## src/rtl/mlsu_pkg.sv

```systemverilog
// Shared MLSU types and sizing constants.
package mlsu_pkg;

  // Global metadata captured per fragmented matrix request.
  typedef struct packed {
    logic       is_store;
    logic [2:0] elem_size;
    logic [3:0] frag_id;
  } meta_glb_t;

  localparam int unsigned MetaGlbW     = $bits(meta_glb_t);
  localparam int unsigned MetaBufDepth = 4;

endpackage : mlsu_pkg

```

## src/rtl/mlsu_meta_buffer_if.sv

```systemverilog
// Enqueue / issue / retire bundle around the MLSU metadata buffer.
interface mlsu_meta_buffer_if
  import mlsu_pkg::*;
#(
  parameter int unsigned Depth = MetaBufDepth
);

  localparam int unsigned CntW = $clog2(Depth + 1);

  logic            meta_ctrl_valid_i;
  logic            meta_ctrl_ready_o;
  meta_glb_t       meta_glb_i;
  logic            issue_valid_o;
  logic            issue_ready_i;
  meta_glb_t       issue_meta_o;
  logic            retire_i;
  meta_glb_t       retire_meta_o;
  logic            retire_valid_o;
  logic [CntW-1:0] occupancy_o;
  logic            idle_o;

  // Control machine + data controller side.
  modport master (
    output meta_ctrl_valid_i, meta_glb_i, issue_ready_i, retire_i,
    input  meta_ctrl_ready_o, issue_valid_o, issue_meta_o,
           retire_meta_o, retire_valid_o, occupancy_o, idle_o
  );

  // Buffer side.
  modport slave (
    input  meta_ctrl_valid_i, meta_glb_i, issue_ready_i, retire_i,
    output meta_ctrl_ready_o, issue_valid_o, issue_meta_o,
           retire_meta_o, retire_valid_o, occupancy_o, idle_o
  );

endinterface : mlsu_meta_buffer_if

```

## src/rtl/mlsu_meta_buffer.sv

```systemverilog
// In-order metadata buffer: records stay resident from enqueue until the
// data controller retires them; issue and retire walk separate pointers.
module mlsu_meta_buffer
  import mlsu_pkg::*;
#(
  parameter int unsigned Depth = MetaBufDepth
) (
  input  logic                clk_i,
  input  logic                rst_i,
  mlsu_meta_buffer_if.slave   bus
);

  localparam int unsigned PtrW = $clog2(Depth);
  localparam int unsigned CntW = $clog2(Depth + 1);

  meta_glb_t       mem [Depth];
  logic [PtrW-1:0] wr_ptr;
  logic [PtrW-1:0] iss_ptr;
  logic [PtrW-1:0] ret_ptr;
  logic [CntW-1:0] occ;
  logic [CntW-1:0] pend;

  logic ready;
  logic issue_valid;
  logic retire_valid;
  logic enq_fire;
  logic iss_fire;
  logic ret_fire;

  // Status decoded purely from registered counters; no input reaches an output.
  assign ready        = (occ != CntW'(Depth));
  assign issue_valid  = (pend != '0);
  assign retire_valid = (occ != pend);

  assign enq_fire = bus.meta_ctrl_valid_i && ready;
  assign iss_fire = bus.issue_ready_i && issue_valid;
  assign ret_fire = bus.retire_i && retire_valid;

  // Pointers wrap naturally because Depth is a power of two.
  always_ff @(posedge clk_i or posedge rst_i) begin
    if (rst_i) begin
      wr_ptr  <= '0;
      iss_ptr <= '0;
      ret_ptr <= '0;
      occ     <= '0;
      pend    <= '0;
    end else begin
      if (enq_fire) wr_ptr  <= wr_ptr + PtrW'(1);
      if (iss_fire) iss_ptr <= iss_ptr + PtrW'(1);
      if (ret_fire) ret_ptr <= ret_ptr + PtrW'(1);
      occ  <= occ + CntW'(enq_fire) - CntW'(ret_fire);
      pend <= pend + CntW'(enq_fire) - CntW'(iss_fire);
    end
  end

  // Entry storage; contents are intentionally left unreset.
  always_ff @(posedge clk_i) begin
    if (enq_fire) mem[wr_ptr] <= bus.meta_glb_i;
  end

  assign bus.meta_ctrl_ready_o = ready;
  assign bus.issue_valid_o     = issue_valid;
  assign bus.retire_valid_o    = retire_valid;
  assign bus.occupancy_o       = occ;
  assign bus.idle_o            = (occ == '0);
  assign bus.issue_meta_o      = mem[iss_ptr];
  assign bus.retire_meta_o     = mem[ret_ptr];

  // A retire with nothing issued is dropped; flag it so the caller bug is visible.
  a_retire_legal : assert property (@(posedge clk_i) disable iff (rst_i)
                                    !(bus.retire_i && !retire_valid))
    else $warning("mlsu_meta_buffer: retire_i with no issued record, ignored");

endmodule : mlsu_meta_buffer

```

## src/flat_wrapper.sv

```systemverilog
// flat-port wrapper written by rule: the top's interface ports become plain ports
module mlsu_meta_buffer_flat import mlsu_pkg::*;
#(
  parameter int unsigned Depth = MetaBufDepth
)
  (clk_i, rst_i, bus_meta_ctrl_valid_i, bus_meta_glb_i, bus_issue_ready_i, bus_retire_i, bus_meta_ctrl_ready_o, bus_issue_valid_o, bus_issue_meta_o, bus_retire_meta_o, bus_retire_valid_o, bus_occupancy_o, bus_idle_o);
  mlsu_meta_buffer_if #(.Depth(Depth)) bus_i ();
  input  logic clk_i;
  input  logic rst_i;
  input wire logic [$bits(bus_i.meta_ctrl_valid_i)-1:0] bus_meta_ctrl_valid_i;
  input wire logic [$bits(bus_i.meta_glb_i)-1:0] bus_meta_glb_i;
  input wire logic [$bits(bus_i.issue_ready_i)-1:0] bus_issue_ready_i;
  input wire logic [$bits(bus_i.retire_i)-1:0] bus_retire_i;
  output wire logic [$bits(bus_i.meta_ctrl_ready_o)-1:0] bus_meta_ctrl_ready_o;
  output wire logic [$bits(bus_i.issue_valid_o)-1:0] bus_issue_valid_o;
  output wire logic [$bits(bus_i.issue_meta_o)-1:0] bus_issue_meta_o;
  output wire logic [$bits(bus_i.retire_meta_o)-1:0] bus_retire_meta_o;
  output wire logic [$bits(bus_i.retire_valid_o)-1:0] bus_retire_valid_o;
  output wire logic [$bits(bus_i.occupancy_o)-1:0] bus_occupancy_o;
  output wire logic [$bits(bus_i.idle_o)-1:0] bus_idle_o;
  assign bus_i.meta_ctrl_valid_i = bus_meta_ctrl_valid_i;
  assign bus_i.meta_glb_i = bus_meta_glb_i;
  assign bus_i.issue_ready_i = bus_issue_ready_i;
  assign bus_i.retire_i = bus_retire_i;
  assign bus_meta_ctrl_ready_o = bus_i.meta_ctrl_ready_o;
  assign bus_issue_valid_o = bus_i.issue_valid_o;
  assign bus_issue_meta_o = bus_i.issue_meta_o;
  assign bus_retire_meta_o = bus_i.retire_meta_o;
  assign bus_retire_valid_o = bus_i.retire_valid_o;
  assign bus_occupancy_o = bus_i.occupancy_o;
  assign bus_idle_o = bus_i.idle_o;
  mlsu_meta_buffer #(.Depth(Depth)) u_core (.clk_i(clk_i), .rst_i(rst_i), .bus(bus_i));
endmodule
```

## config.mk

```make
export PLATFORM = sky130hd
export DESIGN_NAME = mlsu_meta_buffer_flat
export DESIGN_NICKNAME = d
export VERILOG_FILES = /design/src/rtl/mlsu_pkg.sv /design/src/rtl/mlsu_meta_buffer_if.sv /design/src/rtl/mlsu_meta_buffer.sv /design/src/flat_wrapper.sv
export SDC_FILE = /design/constraint.sdc
export NUM_CORES = 1
export LEC_CHECK = 0
export BUFFER_PORTS_ARGS = -buffer_cell sky130_fd_sc_hd__buf_2
export CAP_MARGIN = 20
export CORE_AREA = 2 2 68 70
export DETAILED_ROUTE_END_ITERATION = 7
export DIE_AREA = 0 0 70 72
export PLACE_DENSITY = 0.72
export SLEW_MARGIN = 20
export SYNTH_ARGS = -nofsm -noshare
export SYNTH_HDL_FRONTEND = slang
export SYNTH_SLANG_ARGS = --single-unit
export TNS_END_PERCENT = 30
```

## constraint.sdc

```tcl
create_clock -name clk_i -period 2.25 [get_ports clk_i]
set_input_delay 0.1125 -clock clk_i [delete_from_list [all_inputs] [get_ports clk_i]]
set_output_delay 0.1125 -clock clk_i [all_outputs]
set_load 0.03 [all_outputs]
```

## Yosys cells after proc, flatten, opt, wreduce, memory -nomap -nowiden

Memory sizes are Yosys's and may differ from the RTL's.
Index checks and enable logic that the tools add are counted.

- Memories: 1
- Logic and storage cells: 22
- Register bits: 12
- Memory bits (writable): 32

- Equal/unequal tests: 2
- Reductions and logical operators: 5
- $add $sub $neg: 7
- Multiplexer cells: 2

Memories:

| name | depth | width | read ports | clocked after memory_dff | write ports | line | source |
|---|---|---|---|---|---|---|---|
| u_core.mem | 4 | 8 | 2 | 0 | 1 | mlsu_meta_buffer.sv:16 | `meta_glb_t mem [Depth];` |

Operators with widths:

| operator | count |
|---|---|
| 2-bit by 1-bit adder with 2-bit output (second input constant) | 3 |
| 3-bit by 1-bit adder with 3-bit output | 2 |
| 3-bit by 1-bit subtractor with 3-bit output | 2 |
| 1-bit logical AND | 3 |
| 3-bit logical NOT | 1 |
| 3-bit != test | 1 |
| 3-bit != test (second input constant) | 1 |
| 3-bit nonzero test | 1 |
| 1-bit two-way mux | 2 |

## Longest topological paths before layout

Gate-level depths: netlist of run 1.

- Depth after elaboration: 4
- Gate-level depth with buffers: 9
- Depth with buffers taken out: 8

## Least setup slack after synthesis of run 1

OpenSTA, ideal clock, no wires.

- Path kind: register to register
- From: register u_core.occ[2], in the netlist u_core.bus.occupancy_o[2]
- To: register u_core.occ[2], in the netlist u_core.bus.occupancy_o[2]
- Path slack: -0.079 ns
- Cell stages (with the launch flop): 10
- Period minus slack after synthesis: 2.329 ns
- Arrival: 2.206 ns
- Path through: dfrtp_1 > clkbuf_2 > xnor2_1 > a31oi_2 > ha_1 > inv_1 > ha_1 > fa_1 > xor2_1 > xnor2_1

- Elaborated cells on any way between the ends: 6
- Classes of those cells: add/sub: 2; eq/ne: 2; reduce/logical: 2

RTL lines:

| what | line | source |
|---|---|---|
| start: declaration | mlsu_meta_buffer.sv:20 | `logic [CntW-1:0] occ;` |
| start signal: assignment | mlsu_meta_buffer.sv:51 | `occ <= occ + CntW'(enq_fire) - CntW'(ret_fire);` |
| 3-bit != test | mlsu_meta_buffer.sv:33 | `assign retire_valid = (occ != pend);` |
| 1-bit logical AND | mlsu_meta_buffer.sv:37 | `assign ret_fire = bus.retire_i && retire_valid;` |
| via u_core.ret_fire | mlsu_meta_buffer.sv:28 | `logic ret_fire;` |
| 3-bit by 1-bit subtractor with 3-bit output | mlsu_meta_buffer.sv:51 |  |

The timed path passes the listed nets, and every way through them passes these cells.
A chain may end at the register's enable or synchronous reset.

## Worst setup path after layout of run 1

- From: register u_core.occ[1], in the netlist u_core.bus.occupancy_o[1]
- To: register u_core.occ[2], in the netlist u_core.bus.occupancy_o[2]

The elaborated chain is that of the path after synthesis.

==> results of run 1 <==
[metrics by stage]
step,hold WS [ns],setup WS (ns),instances,util [%],power [mW]
global placement,0.128,0.160,199,53.5,3.23
finish,0.0299,0.0931,208,57.4,3.97
floorplan,-0.0229,0.00898,115,-,2.82
detailed placement,0.162,0.0192,199,53.5,3.31
global route,0.0193,-0.0260,208,57.4,4.22
CTS,0.0168,0.0689,208,56.6,3.94
[flip-flops by register name, summed over array words and instances (netlist names)]
signal	cells
u_core.iss_ptr	2
u_core.wr_ptr	2
u_core.pend	3
u_core.ret_ptr	2
u_core.bus.occupancy_o	3
u_core.mem	32
[logic make-up (layout without fill, tap and decap cells)]
logic type      after synthesis  count (layout)
flops                        44              44
fa+ha+maj                    10              10
mux                          17              17
simple gates                 11              11
xor+xnor                     12              12
buf+inv                      17              58
compound gates                4               4
[what timing repair did]
item | in CTS | in global routing
hold buffers | 1 | 0
pin swaps | 0 | 3
setup endpoints to repair | 1 | 1
hold endpoints to repair | 12 | 0
gates resized for setup | 2 | 6
[Yosys cell counts, drive strengths merged]
cell / n
mux2: 1
or3: 1
buf: 3
dfrtp: 12
xor2: 4
nand2: 3
xnor2: 8
and2: 4
nand3: 1
a21boi: 1
edfxtp: 32
o31a: 1
ha: 8
a31oi: 2
inv: 12
mux4: 16
nor3: 1
fa: 2
nor2: 1
clkbuf: 2
[critical path, cell delays in order, from the launching register on]
cell and delay, ns:
dfrtp_1 0.42, xnor2_2 0.25, a31oi_2 0.16, ha_1 0.30
inv_1 0.04, ha_1 0.18, fa_1 0.40, xor2_2 0.17
xnor2_1 0.12
[worst max path at each step]
stage                                   start                        end  slack, ns  depth (start not counted)
global route                   u_core.pend[2]  u_core.bus.occupancy_o[2]      -0.03                          8
finish              u_core.bus.occupancy_o[1]  u_core.bus.occupancy_o[2]       0.09                          8
CTS                 u_core.bus.occupancy_o[2]  u_core.bus.occupancy_o[2]       0.07                          8
floorplan           u_core.bus.occupancy_o[2]  u_core.bus.occupancy_o[2]      0.009                          9
global placement               u_core.pend[1]  u_core.bus.occupancy_o[2]       0.16                          8
detailed placement             u_core.pend[1]  u_core.bus.occupancy_o[2]       0.02                          8
[layout make-up]
cell class,instances,area [µm²]
repair buffers,38,200
clock buffers,6,72.6
multi-input cells,54,764
inverters,12,45.0
fillers,343,1820
flip-flops and latches,44,1270
clock inverters,2,35.0
well taps,52,65.1
[layer usage]
layer	part of all wire (%)	up-vias	global-route usage, %	wire length, µm
met3	5.1	8	4.72	184
met1	39	571	18.1	1400
met4	2.4	0	7.69	86
met5	0	-	0	0
met2	54	31	28.9	1940
li1	-	504	-	-
[where the power goes]
part	leakage [nW]	switching, mW	internal (mW)
logic	0.478	1.05	0.849
clock network	0.0552	0.258	0.329
registers	0.429	0.351	1.13
total	0.962	1.66	2.31
==> results by group, run 1 <==
Pwr
  – Peak supply drop: 0.823 mV
  – Leak: 0.962 nW
  – Pwr Density: 1620 nW/µm²

Min path
  – Hold crit path type: in2reg
  – Hold Path Cell Cnt: 1
  – Hold EP: u_core.mem[2][5]
  – Min-delay src: bus_meta_glb_i[5]

Logic synthesis
  – Synth Area in Compound Gates: 1.90%
  – Synth area leader: edfxtp_1
  – Syn_nets: 138
  – Simple-gate share of the synthesized area: 2.76%
  – Avg Inst Size Synth: 17.8 µm²
  – Largest family of logic cells by synthesized area: multiplexers
  – Synth Area in XOR/XNOR: 5.14%
  – Synth Register Bits: 44
  – Synthesized cell area: 2040 µm²
  – Synth top area share: 47.0%
  – Post-Synthesis Cells: 115
  – Mux contribution to synthesized area: 18.2%
  – Synthesized-area fraction occupied by adder cells: 6.86%
  – Largest cells by area after synthesis: edfxtp_1, mux4_2, dfrtp_1, ha_1, xnor2_1
  – Sequential element share of the synthesized area: 61.7%
  – Syn. warnings: 0
  – Synth cell types: 24

Layout
  – P&R area growth vs syn: 19.8%
  – Share of layout cells above drive strength 1: 45.5%
  – Antenna diodes: 0
  – Post-route cell area: 2450 µm²
  – Commonest cells after routing, fill and taps aside: buf_2, edfxtp_1, mux4_2
  – Commonest non-fill, non-tap cell in the layout: buf_2
  – Final Net Count: 178

Floorplanning
  – Core box area: 4260 µm²
  – Ports: 36
  – Die Span Y: 72 µm
  – Die area: 5040 µm²
  – Die width: 70 µm
  – Row count: 24
  – Initial Util: 47.9%

Clock network
  – CTS tree: yes
  – CTS buffer count: 5
  – H-tree level count: 2
  – Worst-skew pair later-pin latency: 0.30 ns
  – Clk slew on worst S/H paths: 0.08 ns
  – Clock buffer depth: 2
  – Clk root buf: clkbuf_8
  – CTS sink count: 44
  – Postcts setup bufs: 0

GRT
  – First-pass GRT wire length: 5930 µm
  – Initial antenna violation count: 0
  – Vias in the first global route: 1,231
  – Largest net degree at the start of global routing: 14
  – Total GRT Usage: 16.3%
  – Grt ovf: 0

STA
  – RSZ-0062 raised after global routing: yes
  – Clock skew: 0.0122 ns
  – Endpoints failing hold: 0
  – Slew @ Worst Pin: 0.611 ns
  – Fmax: 464 MHz
  – Period minus WS final: 2.16 ns
  – Setup_tns: 0 ns
  – Setup violators final: 0
  – Final Cycle Share: 95.9%
  – Slew headroom: 59.3%
  – Max Slew Vio Count: 0

Worst setup path
  – Critical Path End Type: flip-flop
  – Worst Path Required: 2.44 ns
  – Reg-to-Reg Start: u_core.bus.occupancy_o[1]
  – Cells on worst reg2reg path: 8
  – Capture point of the worst reg-to-reg path: u_core.bus.occupancy_o[2]
  – R2R setup slack: 0.09 ns
  – CP arrival: 2.35 ns
  – Crit path kind: reg2reg
  – Startpoint types: flip-flop
  – Critical-path maximum fanout: 3

Placed design
  – Placer Congestion: 0.721
  – I/O Buffers: 35
  – Placed inst area: 2280 µm²
  – Dpl hpwl: 2550 µm

Route
  – TritonRoute pass-1 iters: 4
  – Avg WL per Cell: 17.4 µm
  – Post-DR vias/cell: 5.36
  – DRT Wirelength: 3620 µm
  – Drt drc: 0
  – DR vias: 1,114
  – Initial drt markers: 54
  – Post-DRT Antenna Nets: 0

Status
  – Status: finished, final reports clean

Flow run
  – Max-Cap Viols: 0
Power figures use the tool's default switching activity.
==> run 2: changes to the inputs <==
--- a/config.mk
+++ b/config.mk
@@ -7,10 +7,11 @@
 export LEC_CHECK = 0
 export BUFFER_PORTS_ARGS = -buffer_cell sky130_fd_sc_hd__buf_2
 export CAP_MARGIN = 20
-export CORE_AREA = 2 2 68 70
+export CORE_AREA = 2 2 66 68
 export DETAILED_ROUTE_END_ITERATION = 7
-export DIE_AREA = 0 0 70 72
-export PLACE_DENSITY = 0.72
+export DIE_AREA = 0 0 68 70
+export PLACE_DENSITY = 0.73
+export REMOVE_ABC_BUFFERS = 1
 export SLEW_MARGIN = 20
 export SYNTH_ARGS = -nofsm -noshare
 export SYNTH_HDL_FRONTEND = slang
==> constraint.sdc (replaced) <==
create_clock -name clk_i -period 2.45 [get_ports clk_i]
set_input_delay 0.1225 -clock clk_i [delete_from_list [all_inputs] [get_ports clk_i]]
set_output_delay 0.1225 -clock clk_i [all_outputs]
set_load 0.03 [all_outputs]
==> run 2 against run 1 <==
Worst hold slack better by 0.0067 ns; register-to-register slack improved by 0.12 ns; final cell count is 0.96% lower; die area down 5.6%; fmax is 3.7% lower; critical endpoint unchanged; largest power group unchanged; highest routed layer unchanged.
==> results by group, run 2 (synthesis gave the netlist of run 1 again) <==
Route
  – TritonRoute pass-1 iters: 4
  – Post-DRT Antenna Nets: 0
  – Drt drc: 0
  – Post-DR vias/cell: 5.33
  – DRT Wirelength: 3570 µm
  – Initial drt markers: 60
  – DR vias: 1,099
  – Avg WL per Cell: 17.3 µm

STA
  – Hold Slack: 0.0367 ns
  – Endpoints failing hold: 0
  – Clock skew: 0.0110 ns
  – RSZ-0062 raised after global routing: no
  – Slew @ Worst Pin: 0.632 ns
  – Setup_tns: 0 ns
  – Fmax: 446 MHz
  – Slew headroom: 57.9%
  – Max Slew Vio Count: 0
  – Period minus WS final: 2.24 ns
  – Setup violators final: 0
  – Final Cycle Share: 91.4%

Placed design
  – Cells after DPL: 197
  – I/O Buffers: 35
  – Dpl hpwl: 2620 µm
  – Placer Congestion: 0.785

Layout
  – Largest Register: u_core.mem
  – Antenna diodes: 0
  – Share of layout cells above drive strength 1: 39.0%
  – P&R area growth vs syn: 15.0%
  – Max FFs per register: 32
  – Commonest cells after routing, fill and taps aside: buf_2, edfxtp_1, mux4_2
  – Final Net Count: 176
  – Sequential Area: 1260 µm²
  – Commonest non-fill, non-tap cell in the layout: buf_2
  – Multi-input logic area: 712 µm²
  – Fillers: 324
  – Fin cells: 206

Floorplanning
  – Die width: 68 µm
  – Row count: 24
  – Ports: 36
  – Die Span Y: 70 µm
  – Initial Util: 49.3%
  – Die area: 4760 µm²
  – Core box area: 4140 µm²

Clock network
  – CTS buffer count: 5
  – H-tree level count: 2
  – Clk root buf: clkbuf_8
  – # resized after CTS: 0
  – Worst-skew pair later-pin latency: 0.29 ns
  – CTS sink count: 44
  – Clk slew on worst S/H paths: 0.08 ns
  – CTS tree: yes
  – Postcts setup bufs: 0
  – Clock buffer depth: 2

Worst setup path
  – Worst Path Required: 2.63 ns
  – Cells on worst reg2reg path: 8
  – Capture point of the worst reg-to-reg path: u_core.bus.occupancy_o[2]
  – CP arrival: 2.42 ns
  – Crit path kind: reg2reg
  – R2R setup slack: 0.21 ns
  – Startpoint types: flip-flop
  – Crit. Startpoint: u_core.bus.occupancy_o[2]
  – Reg-to-Reg Start: u_core.bus.occupancy_o[2]
  – Critical Path End Type: flip-flop
  – Critical-path maximum fanout: 6
  – Crit path capture: u_core.bus.occupancy_o[2]

Pwr
  – Peak supply drop: 0.746 mV
  – Leak: 0.922 nW
  – Pwr Density: 1440 nW/µm²

GRT
  – Largest net degree at the start of global routing: 14
  – Vias in the first global route: 1,238
  – First-pass GRT wire length: 5760 µm
  – Grt ovf: 0
  – Initial antenna violation count: 0
  – Total GRT Usage: 17.2%

Status
  – Status: finished, final reports clean

Flow run
  – Max-Cap Viols: 0

Min path
  – Hold crit path type: in2reg
run 2: worst min-delay path by stage:
stage	startpoint	endpoint	slack (ns)	cells after the start
finish	bus_meta_glb_i[5]	u_core.mem[0][5]	0.04	1
global placement	rst_i	u_core.pend[2]	0.14	2
detailed placement	rst_i	u_core.iss_ptr[0]	0.16	2
global route	bus_meta_glb_i[5]	u_core.mem[0][5]	0.04	1
CTS	bus_meta_glb_i[5]	u_core.mem[0][5]	0.03	1
floorplan	rst_i	u_core.bus.occupancy_o[0]	-0.01	1
run 2: metrics by stage:
stage	power, mW	util, %	setup WS (ns)	instance area, µm²
floorplan	2.53	-	0.182	2020
global route	3.60	56.7	0.0934	2350
detailed placement	3.00	54.5	0.211	2260
finish	3.38	56.7	0.210	2350
global placement	2.93	54.5	0.297	2260
CTS	3.44	56.7	0.195	2350
run 2: layer usage:
layer	part of all wire, %	track usage [%]	vias to the layer above	routed length (µm)
li1	-	-	503	-
met1	38	20.0	563	1350
met2	55	29.1	25	1980
met3	4.4	4.19	8	157
met4	2.1	8.00	0	76
met5	0	0	-	0
run 2: where the power goes:
group | switching [mW] | internal (mW)
Clock | 0.225 | 0.200
Sequential | 0.296 | 1.03
Combinational | 0.940 | 0.686
Total | 1.46 | 1.92
run 2: worst max-delay path, stage by stage, from the launching register on:
cell and delay [ns]:
dfrtp_1 0.46, xnor2_1 0.31, a31oi_2 0.16, ha_1 0.30
inv_1 0.04, ha_1 0.18, fa_1 0.38, xor2_1 0.17
xnor2_1 0.13
run 2: layout make-up:
type | instances | share of cell area (%)
Tap cell | 52 | 2.77
Clock buffer | 7 | 3.25
Sequential cell | 44 | 53.7
Multi-Input combinational cell | 54 | 30.3
Clock inverter | 1 | 0.213
Inverter | 12 | 1.92
Timing Repair Buffer | 36 | 7.88
run 2: repair_timing:
action | 4_1_cts | 5_1_grt
hold buffers | 1 | 0
endpoints found under the setup margin | 0 | 0
endpoints found under the hold margin | 12 | 0
==> run 3: changes to the inputs <==
--- a/config.mk
+++ b/config.mk
@@ -5,12 +5,13 @@
 export SDC_FILE = /design/constraint.sdc
 export NUM_CORES = 1
 export LEC_CHECK = 0
+export ABC_AREA = 1
 export BUFFER_PORTS_ARGS = -buffer_cell sky130_fd_sc_hd__buf_2
 export CAP_MARGIN = 20
-export CORE_AREA = 2 2 66 68
+export CORE_AREA = 2 2 68 70
 export DETAILED_ROUTE_END_ITERATION = 7
-export DIE_AREA = 0 0 68 70
-export PLACE_DENSITY = 0.73
+export DIE_AREA = 0 0 70 72
+export PLACE_DENSITY_LB_ADDON = 0.3
 export REMOVE_ABC_BUFFERS = 1
 export SLEW_MARGIN = 20
 export SYNTH_ARGS = -nofsm -noshare
==> run 3 against run 2 <==
Cell area grew 5.5%; first-iteration DRC count grew 47%; synthesized area up 5.5%; worst setup slack better by 0.19 ns; critical path type unchanged; largest cell class unchanged; highest routed layer unchanged.
==> results by group, run 3 <==
Worst setup path
  – Reg-to-Reg Start: u_core.bus.occupancy_o[1]
  – Crit path buf inv count: 3
  – Stages on the worst setup path: 11
  – Critical path's largest stage delay: 0.44 ns
  – CP top delay family: adder cells
  – R2R setup slack: 0.40 ns
  – CP arrival: 2.24 ns
  – Crit path kind: reg2reg
  – Startpoint types: flip-flop
  – Cells on worst reg2reg path: 11
  – Capture point of the worst reg-to-reg path: u_core.bus.occupancy_o[2]
  – Critical Path End Type: flip-flop
  – Cell with the largest stage delay on the worst path: dfrtp_1
  – CP Cell Sequence: inv_2 > nand2_1 > nand2_2 > nand3_2 > nand2_2 > inv_1 > ha_1 > inv_1 > ha_1 > fa_1 > xor2_1
  – Critical-path maximum fanout: 5
  – Worst Path Required: 2.63 ns

STA
  – Slew @ Worst Pin: 0.683 ns
  – Final Cycle Share: 83.8%
  – Clock skew: 0.00727 ns
  – Period minus WS final: 2.05 ns
  – Max Slew Vio Count: 0
  – Setup_tns: 0 ns
  – Endpoints failing hold: 0
  – Fmax: 487 MHz
  – Setup violators final: 0
  – Slew headroom: 54.4%
  – RSZ-0062 raised after global routing: no

Floorplanning
  – Initial Util: 50.6%
  – Die area: 5040 µm²
  – Ports: 36
  – Row count: 24
  – Core box area: 4260 µm²
  – Die Span Y: 72 µm
  – Die width: 70 µm

Logic synthesis
  – Post-Synthesis Cells: 203
  – Avg Inst Size Synth: 10.6 µm²
  – Largest cells by area after synthesis: edfxtp_1, dfrtp_1, nor2_1, o21ai_0, ha_1
  – Post-synth ARST share: 27.3%
  – Synth top area share: 44.6%
  – Sequential element share of the synthesized area: 58.5%
  – Synth cell types: 23
  – Synth Register Bits: 44
  – Number of flops mapped to enable cells by yosys: 32
  – Commonest cells post-synth: nor2_1, edfxtp_1, o21ai_0, inv_1, o22ai_1
  – Syn. warnings: 0
  – Synthesized cell area: 2160 µm²
  – Count leader, synth: nor2_1
  – Main synth FF type: edfxtp_1
  – Synth area leader: edfxtp_1

GRT
  – First-pass GRT wire length: 6890 µm
  – Initial antenna violation count: 0
  – Vias in the first global route: 1,505
  – Largest net degree at the start of global routing: 20
  – Grt ovf: 0
  – Total GRT Usage: 17.8%

Clock network
  – CTS sink count: 44
  – Clk slew on worst S/H paths: 0.09 ns
  – Postcts setup bufs: 0
  – Clock buffer depth: 2
  – CTS buffer count: 5
  – CTS tree: yes
  – Clk root buf: clkbuf_8
  – H-tree level count: 2
  – Post-CTS Hold Fix Bufs: 1
  – Worst-skew pair later-pin latency: 0.30 ns
  – # resized after CTS: 0

Route
  – Post-DR vias/cell: 5.34
  – TritonRoute pass-1 iters: 4
  – DRT Wirelength: 4270 µm
  – Avg WL per Cell: 14.5 µm
  – Initial drt markers: 88
  – Drt drc: 0
  – DR vias: 1,576
  – Post-DRT Antenna Nets: 0

Min path
  – Hold EP: u_core.mem[3][5]
  – Hold Path Cell Cnt: 1
  – Min-delay src: bus_meta_glb_i[5]
  – Hold crit path type: in2reg

Placed design
  – I/O Buffers: 35
  – Dpl hpwl: 2820 µm
  – Cells after DPL: 286
  – Placer Congestion: 0.819

Layout
  – Max FFs per register: 32
  – Commonest non-fill, non-tap cell in the layout: nor2_1
  – Antenna diodes: 0
  – Fin cells: 295
  – P&R area growth vs syn: 15.0%
  – Final core occ: 58.1%
  – Largest Register: u_core.mem
  – Share of layout cells above drive strength 1: 25.5%
  – Commonest cells after routing, fill and taps aside: nor2_1, buf_2, edfxtp_1
  – Final Net Count: 265

Pwr
  – Peak supply drop: 0.699 mV
  – Pwr Density: 1500 nW/µm²
  – Leak: 1.04 nW

Flow run
  – Max-Cap Viols: 0

Status
  – Status: finished, final reports clean
==> run 3: cell count changes in the layout (fill, tap and decap cells not counted), moves of 5 or more <==
cell / previous run / this run
xnor2_1: 8 / 3
nor2_1: 1 / 39
mux4_2: 16 / 0
o21ai_0: 0 / 29
inv_2: 0 / 5
nand2_1: 3 / 12
nand2_2: 0 / 5
o22ai_1: 0 / 16
==> run 3: worst max-delay path by stage <==
| stage | end | startpoint | slack (ns) |
|---|---|---|---|
| 5_1_grt | u_core.bus.occupancy_o[2] | u_core.bus.occupancy_o[1] | 0.25 |
| 4_1_cts | u_core.bus.occupancy_o[2] | u_core.bus.occupancy_o[1] | 0.39 |
| 2_1_floorplan | u_core.bus.occupancy_o[2] | u_core.bus.occupancy_o[1] | 0.17 |
| 3_5_place_dp | u_core.bus.occupancy_o[2] | u_core.bus.occupancy_o[1] | 0.40 |
| 6_report | u_core.bus.occupancy_o[2] | u_core.bus.occupancy_o[1] | 0.40 |
| 3_3_place_gp | u_core.bus.occupancy_o[2] | u_core.bus.occupancy_o[1] | 0.42 |
==> run 3: layer usage <==
layer / track usage, % / share of wire [%]
met1: 22.9 / 42
met2: 29.1 / 48
met3: 4.17 / 7.8
met4: 8.12 / 2.4
met5: 0 / 0
==> run 3: cell families after synthesis <==
logic type      Yosys count  share of synthesized area, %
simple gates             62                          12.2
compound gates           49                          12.3
flops                    44                          58.5
buf+inv                  31                          7.60
fa+ha+maj                10                          6.50
xor+xnor                  7                          2.84
==> run 3: per-stage QoR <==
stage	hold WS (ns)	worst slack (ns)	cell area (µm²)	power (mW)
after floorplan	-0.0128	0.175	2080	2.60
after global placement	0.158	0.423	2350	3.15
after detailed placement	0.162	0.404	2350	3.18
after CTS	0.0344	0.390	2480	3.74
after global routing	0.0317	0.253	2480	3.97
final	0.0360	0.396	2480	3.72
==> run 3: power by group <==
part | switching, mW | leakage, nW | internal, mW
combinational | 1.28 | 0.555 | 0.596
clock | 0.251 | 0.0548 | 0.307
sequential | 0.267 | 0.434 | 1.03
total | 1.79 | 1.04 | 1.93
==> run 3: area by class of cell <==
cell class	count	area, µm²
fillers	363	1790
flip-flops and latches	44	1260
multi-input cells	128	731
repair buffers	40	215
inverters	23	91.3
clock buffers	5	68.8
well taps	52	65.1
clock inverters	3	46.3
